[src/rtl/store_buffer.sv]
// Posted-write buffer: single-cycle store acceptance, in-order drain to data memory
// over req/ack, and youngest-match load forwarding from the pending entries.
module store_buffer #(
  parameter int DEPTH  = 4,
  parameter int ADDR_W = 32,
  parameter int DATA_W = 32
) (
  input  logic                     clk,
  input  logic                     reset,
  input  logic                     st_valid,
  input  logic [ADDR_W-1:0]        st_addr,
  input  logic [DATA_W-1:0]        st_data,
  output logic                     st_ready,
  input  logic [ADDR_W-1:0]        ld_addr,
  output logic                     ld_hit,
  output logic [DATA_W-1:0]        ld_data,
  output logic                     mem_req,
  output logic [ADDR_W-1:0]        mem_addr,
  output logic [DATA_W-1:0]        mem_wdata,
  input  logic                     mem_ack,
  output logic                     empty,
  output logic [$clog2(DEPTH):0]   count
);

  localparam int PW = $clog2(DEPTH);
  localparam int CW = PW + 1;

  typedef enum logic {IDLE, DRAIN} state_t;

  state_t            state_q, state_d;
  logic [PW-1:0]     wr_ptr_q, rd_ptr_q;
  logic [CW-1:0]     count_q, count_d;
  logic [DEPTH-1:0]  valid_q;
  logic [DEPTH-1:0]  match;
  logic [ADDR_W-1:0] addr_q [DEPTH];
  logic [DATA_W-1:0] data_q [DEPTH];
  logic              push, pop;

  // Ready looks only at the registered count, so a same-cycle pop never frees a slot.
  assign st_ready = (count_q != CW'(DEPTH));
  assign push     = st_valid && st_ready;
  assign pop      = (state_q == DRAIN) && mem_ack;
  assign empty    = (count_q == '0) && (state_q == IDLE);
  assign count    = count_q;

  always_comb begin
    count_d = count_q;
    unique case ({push, pop})
      2'b10:   count_d = count_q + CW'(1);
      2'b01:   count_d = count_q - CW'(1);
      default: count_d = count_q;
    endcase
  end

  always_comb begin
    state_d   = state_q;
    mem_req   = 1'b0;
    mem_addr  = '0;
    mem_wdata = '0;
    unique case (state_q)
      IDLE: begin
        if (count_q != '0 || push) state_d = DRAIN;
      end
      DRAIN: begin
        mem_req   = 1'b1;
        mem_addr  = addr_q[rd_ptr_q];
        mem_wdata = data_q[rd_ptr_q];
        if (pop && count_d == '0) state_d = IDLE;
      end
      default: state_d = IDLE;
    endcase
  end

  for (genvar gi = 0; gi < DEPTH; gi++) begin : g_match
    assign match[gi] = valid_q[gi] && (addr_q[gi] == ld_addr);
  end

  // Walk oldest to youngest so the last match seen is the youngest one.
  always_comb begin
    logic [PW-1:0] idx;
    ld_hit  = 1'b0;
    ld_data = '0;
    idx     = rd_ptr_q;
    for (int i = 0; i < DEPTH; i++) begin
      idx = rd_ptr_q + PW'(i);
      if (match[idx]) begin
        ld_hit  = 1'b1;
        ld_data = data_q[idx];
      end
    end
  end

  always_ff @(posedge clk) begin
    if (!reset) begin
      state_q  <= IDLE;
      wr_ptr_q <= '0;
      rd_ptr_q <= '0;
      count_q  <= '0;
      valid_q  <= '0;
    end else begin
      state_q <= state_d;
      count_q <= count_d;
      if (pop) begin
        valid_q[rd_ptr_q] <= 1'b0;
        rd_ptr_q          <= rd_ptr_q + PW'(1);
      end
      if (push) begin
        valid_q[wr_ptr_q] <= 1'b1;
        wr_ptr_q          <= wr_ptr_q + PW'(1);
      end
    end
  end

  always_ff @(posedge clk) begin
    if (push) begin
      addr_q[wr_ptr_q] <= st_addr;
      data_q[wr_ptr_q] <= st_data;
    end
  end

endmodule

[config.mk]
export PLATFORM = sky130hd
export DESIGN_NAME = store_buffer
export DESIGN_NICKNAME = d
export VERILOG_FILES = /design/src/rtl/store_buffer.sv
export SDC_FILE = /design/constraint.sdc
export NUM_CORES = 1
export LEC_CHECK = 0
export CAP_MARGIN = 5
export CORE_UTILIZATION = 56
export CTS_CLUSTER_SIZE = 16
export DETAILED_ROUTE_END_ITERATION = 12
export PLACE_DENSITY = 0.81
export SETUP_SLACK_MARGIN = 0.02
export SKIP_LAST_GASP = 1
export SLEW_MARGIN = 15
export SYNTH_ARGS = -nofsm -noshare
export SYNTH_HDL_FRONTEND = slang
export SYNTH_SLANG_ARGS = --single-unit
[constraint.sdc]
create_clock -name clk -period 4.63 [get_ports clk]
set_clock_uncertainty 0.05 [all_clocks]
set_input_delay 0.6945 -clock clk [delete_from_list [all_inputs] [get_ports clk]]
set_output_delay 0.6945 -clock clk [all_outputs]
set_load 0.02 [all_outputs]
==> summary.md <==
| Metric | Value |
|---|---|
| Worst slew margin relative to its limit | `0.2461` |
| Die W | `169.4 µm` |
| Switching Share | `0.2769` |
| Result of the run | `complete, but fails checks` |
| Async S/R FF share, synth | `0` |
| Total global routing overflow | `0` |
| Final setup vio count | `23` |
| Commonest cells after routing, fill and taps aside | `sky130_fd_sc_hd__edfxtp_1 (256), sky130_fd_sc_hd__clkdlybuf4s50_1 (182), sky130_fd_sc_hd__mux4_2 (158), sky130_fd_sc_hd__xnor2_1 (111), sky130_fd_sc_hd__and2_1 (98)` |
| Number of rows created at floorplan | `60` |
| Number of vias in the routed layout | `10550` |
| Startpoint of the most critical register-to-register path | `state_q` |
| Slowest-stage cell, CP | `sky130_fd_sc_hd__clkdlybuf4s50_1` |
| Most common cell after layout, fill and taps aside | `sky130_fd_sc_hd__edfxtp_1` |
| Part of the power in registers | `0.431` |
| DRC violations left | `0` |
| Relative contribution of the clock network to total power | `0.319` |
| Synth Flop Type | `sky130_fd_sc_hd__edfxtp_1` |
| Worst Path Max Fanout | `16` |
| # hold bufs at CTS | `0` |
| Max Clock Freq | `212.3 MHz` |
| Yosys warning total | `0` |
| Net count after synthesis | `1157` |
| Starting density of the core | `0.5757` |
| Reg clk slew, reported paths | `60 ps` |
| Maximum clock insertion buffer count | `3` |
| Initial antenna violation count | `3` |
| Boundary pin count | `approximately 200` |
| Number of buffer and inverter stages on the critical path | `3` |
| Clock latency on the worst-skew pair | `540 ps` |
| Synthesized instance count | `1047` |
| Clock tree from TritonCTS | `built` |
| CTS buffer count | `29` |
| Worst setup slack after layout | `-79.29 ps` |
| Core region area | `roughly 27000 µm²` |
| Final number of max-transition violations | `0` |
| Cell internal pwr | `roughly 5200 µW` |
| Die span in y | `around 170 µm` |
| Share of cells above drive strength 1 | `0.2335` |
| IO Port Bufs | `202` |
| Area growth, synth to finish | `24.45%` |
| Layout fillers | `1779` |
| Sequential area share after synthesis | `0.5079` |
| Post-place instance area | `18430 µm²` |
| Post-synthesis cell type count | `39` |
| Final cell count without fillers | `approximately 1700` |
| RSZ-0062 raised after global routing | `true` |
| Final antenna-violating net count | `0` |
| Total track usage | `0.2845` |
| Iteration-0 DRC count of the detailed router | `between 1000 and 1500` |
| Worst path cell trace | `clkdlybuf4s50_1, xnor2_1, nand4_1, nor4_4, nand4_1, buf_4, and4_2, or3_1, o311a_1, dlygate4sd2_1` |
| Placer congestion estimate | `between 0.8 and 0.9` |
| Clock root buffer | `sky130_fd_sc_hd__clkbuf_16` |
| Die Outline Area | `approximately 29000 µm²` |
| Final worst path period need | `4709 ps` |
| Crit path capture type | `output port` |
| Number of nets at the end of the flow | `1372` |
| Routed wire length per instance | `about 25 µm` |
| Number of vias per cell | `6.363` |
| Max-cap violations | `0` |
| Wire length reported by the detailed router | `40730 µm` |
| Number of instances in the placed design | `1595` |
| Maximum level of the CTS H-tree | `1` |
| VDD IR-drop max | `0.0004035 V` |
| Slew at the pin closest to its max-slew limit | `~1100 ps` |
| LEAKAGE | `0.006434 µW` |
| Classification of the worst-slack hold path | `flip-flop to flip-flop` |
| Kind of start point of the critical path | `input port` |
| Share of the clock period used by the worst path | `1.017` |
| Critical path start-end classification | `input port to output port` |
| Per-instance average area after synthesis | `around 15 µm²` |
| Startpoint of the most critical hold path | `valid_q[1]` |
| Failing checks | `setup timing` |
| Portion of total power attributed to combinational logic | `0.251` |
| Synthesis-stage register bit count | `270` |
| Layout Cell Area excl Fill | `19530 µm²` |
| Cell class contributing the biggest share of worst-path delay | `simple AND/OR/NAND/NOR gates` |
| EDFF count, synth | `256` |
| First-pass GRT wire length | `61470 µm` |
| Most Frequent Cell on Critical Path | `sky130_fd_sc_hd__nand4_1` |
| Via count of the first global-routing pass | `approximately 11000` |
| Count of endpoints failing hold in the final timing report | `0` |
| Total number of clock tree sinks | `270` |
| Area of the mapped netlist | `roughly 16000 µm²` |
| Cell area power density | `365.5 nW/µm²` |
| Setup crit start | `ld_addr[14]` |
| Overall power consumption | `7136 µW` |
| HPWL Detailed | `26310 µm` |
| Maximum number of pins on one net before global-route repair | `105` |
| Worst EP arrival | `3960 ps` |
| CP Data Required Time | `3890 ps` |
| 1st-pass router iterations | `6` |
| Slowest cell delay on critical path | `530 ps` |
| Worst slack at placement | `-82.64 ps` |
| Switching pwr | `between 1500 and 2000 µW` |
cells in the mapped netlist (2+ instances only):
library cell               instances  area, µm²
sky130_fd_sc_hd__xor2_1           16      140.1
sky130_fd_sc_hd__nor4_1            4      25.02
sky130_fd_sc_hd__clkbuf_1         32      120.1
sky130_fd_sc_hd__buf_6             5      56.30
sky130_fd_sc_hd__nor2_1            8      30.03
sky130_fd_sc_hd__inv_1            41      153.9
sky130_fd_sc_hd__nor4_2            2      25.02
sky130_fd_sc_hd__nor3b_1          32      240.2
sky130_fd_sc_hd__edfxtp_1        256       7687
sky130_fd_sc_hd__ha_1              9      112.6
sky130_fd_sc_hd__buf_1             7      26.28
sky130_fd_sc_hd__o311a_1          32      320.3
sky130_fd_sc_hd__buf_2            45      225.2
sky130_fd_sc_hd__nand2b_1          3      18.77
sky130_fd_sc_hd__and2_0            4      25.02
sky130_fd_sc_hd__xnor2_1         116       1016
sky130_fd_sc_hd__nor3_1            4      20.02
sky130_fd_sc_hd__dfxtp_1          14      280.3
sky130_fd_sc_hd__a21oi_1           5      25.02
sky130_fd_sc_hd__mux4_2          158       3558
sky130_fd_sc_hd__nand4_1          41      256.5
sky130_fd_sc_hd__nor4_4            3      63.81
sky130_fd_sc_hd__and3_1            8      50.05
sky130_fd_sc_hd__nand2_1          42      157.7
sky130_fd_sc_hd__or3_1            32      200.2
sky130_fd_sc_hd__nand3_1           8      40.04
sky130_fd_sc_hd__mux2i_1           3      30.03
sky130_fd_sc_hd__and2_1           98      613.1
sky130_fd_sc_hd__nor2b_1           8      50.05
sky130_fd_sc_hd__o21ai_0           2      10.01
sequential cells by signal, summed over array words and instances, names as in the netlist, named ones only:
register and count:
wr_ptr_q 2, valid_q 4, data_q 128, state_q 1, addr_q 128, rd_ptr_q 2, count 3
area by class of cell:
class                   count  area [µm²]  share of cell area
clock buffers              32       737.0             0.03774
inverters                  41       153.9            0.007882
clock inverters            22       201.4             0.01032
diodes                      1       2.502           0.0001282
well taps                 372       465.4             0.02384
flip-flops and latches    270        7981              0.4088
repair buffers            272        2740              0.1403
multi-input cells         648        7243              0.3710
worst reg2reg max path: cells and delay by family (launching register included):
family	cells	cell delay (ps)
AO/OA/AOI/OAI	1	110
adder cells (fa/ha/maj)	2	630
XOR/XNOR	2	310
AND/OR/NAND/NOR	2	580
buffers and inverters	1	60
flip-flops	1	860
final timing paths:
kind	to	slack [ps]	cells after the start
min reg2reg	valid_q[1]	490	2
max reg2reg	state_q	1910	8
max	ld_data[26]	-80	10
min	valid_q[1]	490	2
per-layer routing:
metal	part of all wire	track usage
met5	0.00027	0
met4	0.028	0.09283
met3	0.074	0.04151
met2	0.50	0.4885
met1	0.40	0.3750
repair_timing:
action                     CTS  global route
setup endpoints to repair   32            22
cloned                       0             2
resized for setup           17            12
pin swaps                    3             5
setup buffers                0             6
through the flow:
stage | hold WS, ps | TNS, ps | util
floorplan | 420.1 | 0 | -
CTS | 487.5 | -15.35 | 0.7118
detailed placement | 455.5 | -724.8 | 0.6763
finish | 485.6 | -1193 | 0.7165
global route | 518.3 | -5338 | 0.7165
global placement | 445.1 | -21.03 | 0.6763
cell families (layout without fill, tap and decap cells):
group,after synthesis,in the layout,synth area share
adders and majority gates,10,10,0.008454
DFF,270,270,0.5079
muxes,162,162,0.2294
buffers and inverters,130,367,0.03709
and+or+nand+nor,300,301,0.1175
other,0,1,0
AOI/OAI and AO/OA,43,43,0.02600
xor gates and xnor gates,132,132,0.07369
power groups by stage:
stage / logic (µW) / registers, µW / clock network, µW
after global placement: 1760 / 3100 / 0
after floorplan: 1190 / 3040 / 0
final: 1790 / 3070 / 2270
after detailed placement: 1780 / 3120 / 0
after global routing: 1900 / 3100 / 2380
after CTS: 1800 / 3070 / 2280
No activity file was read; power rests on OpenSTA's default activity.
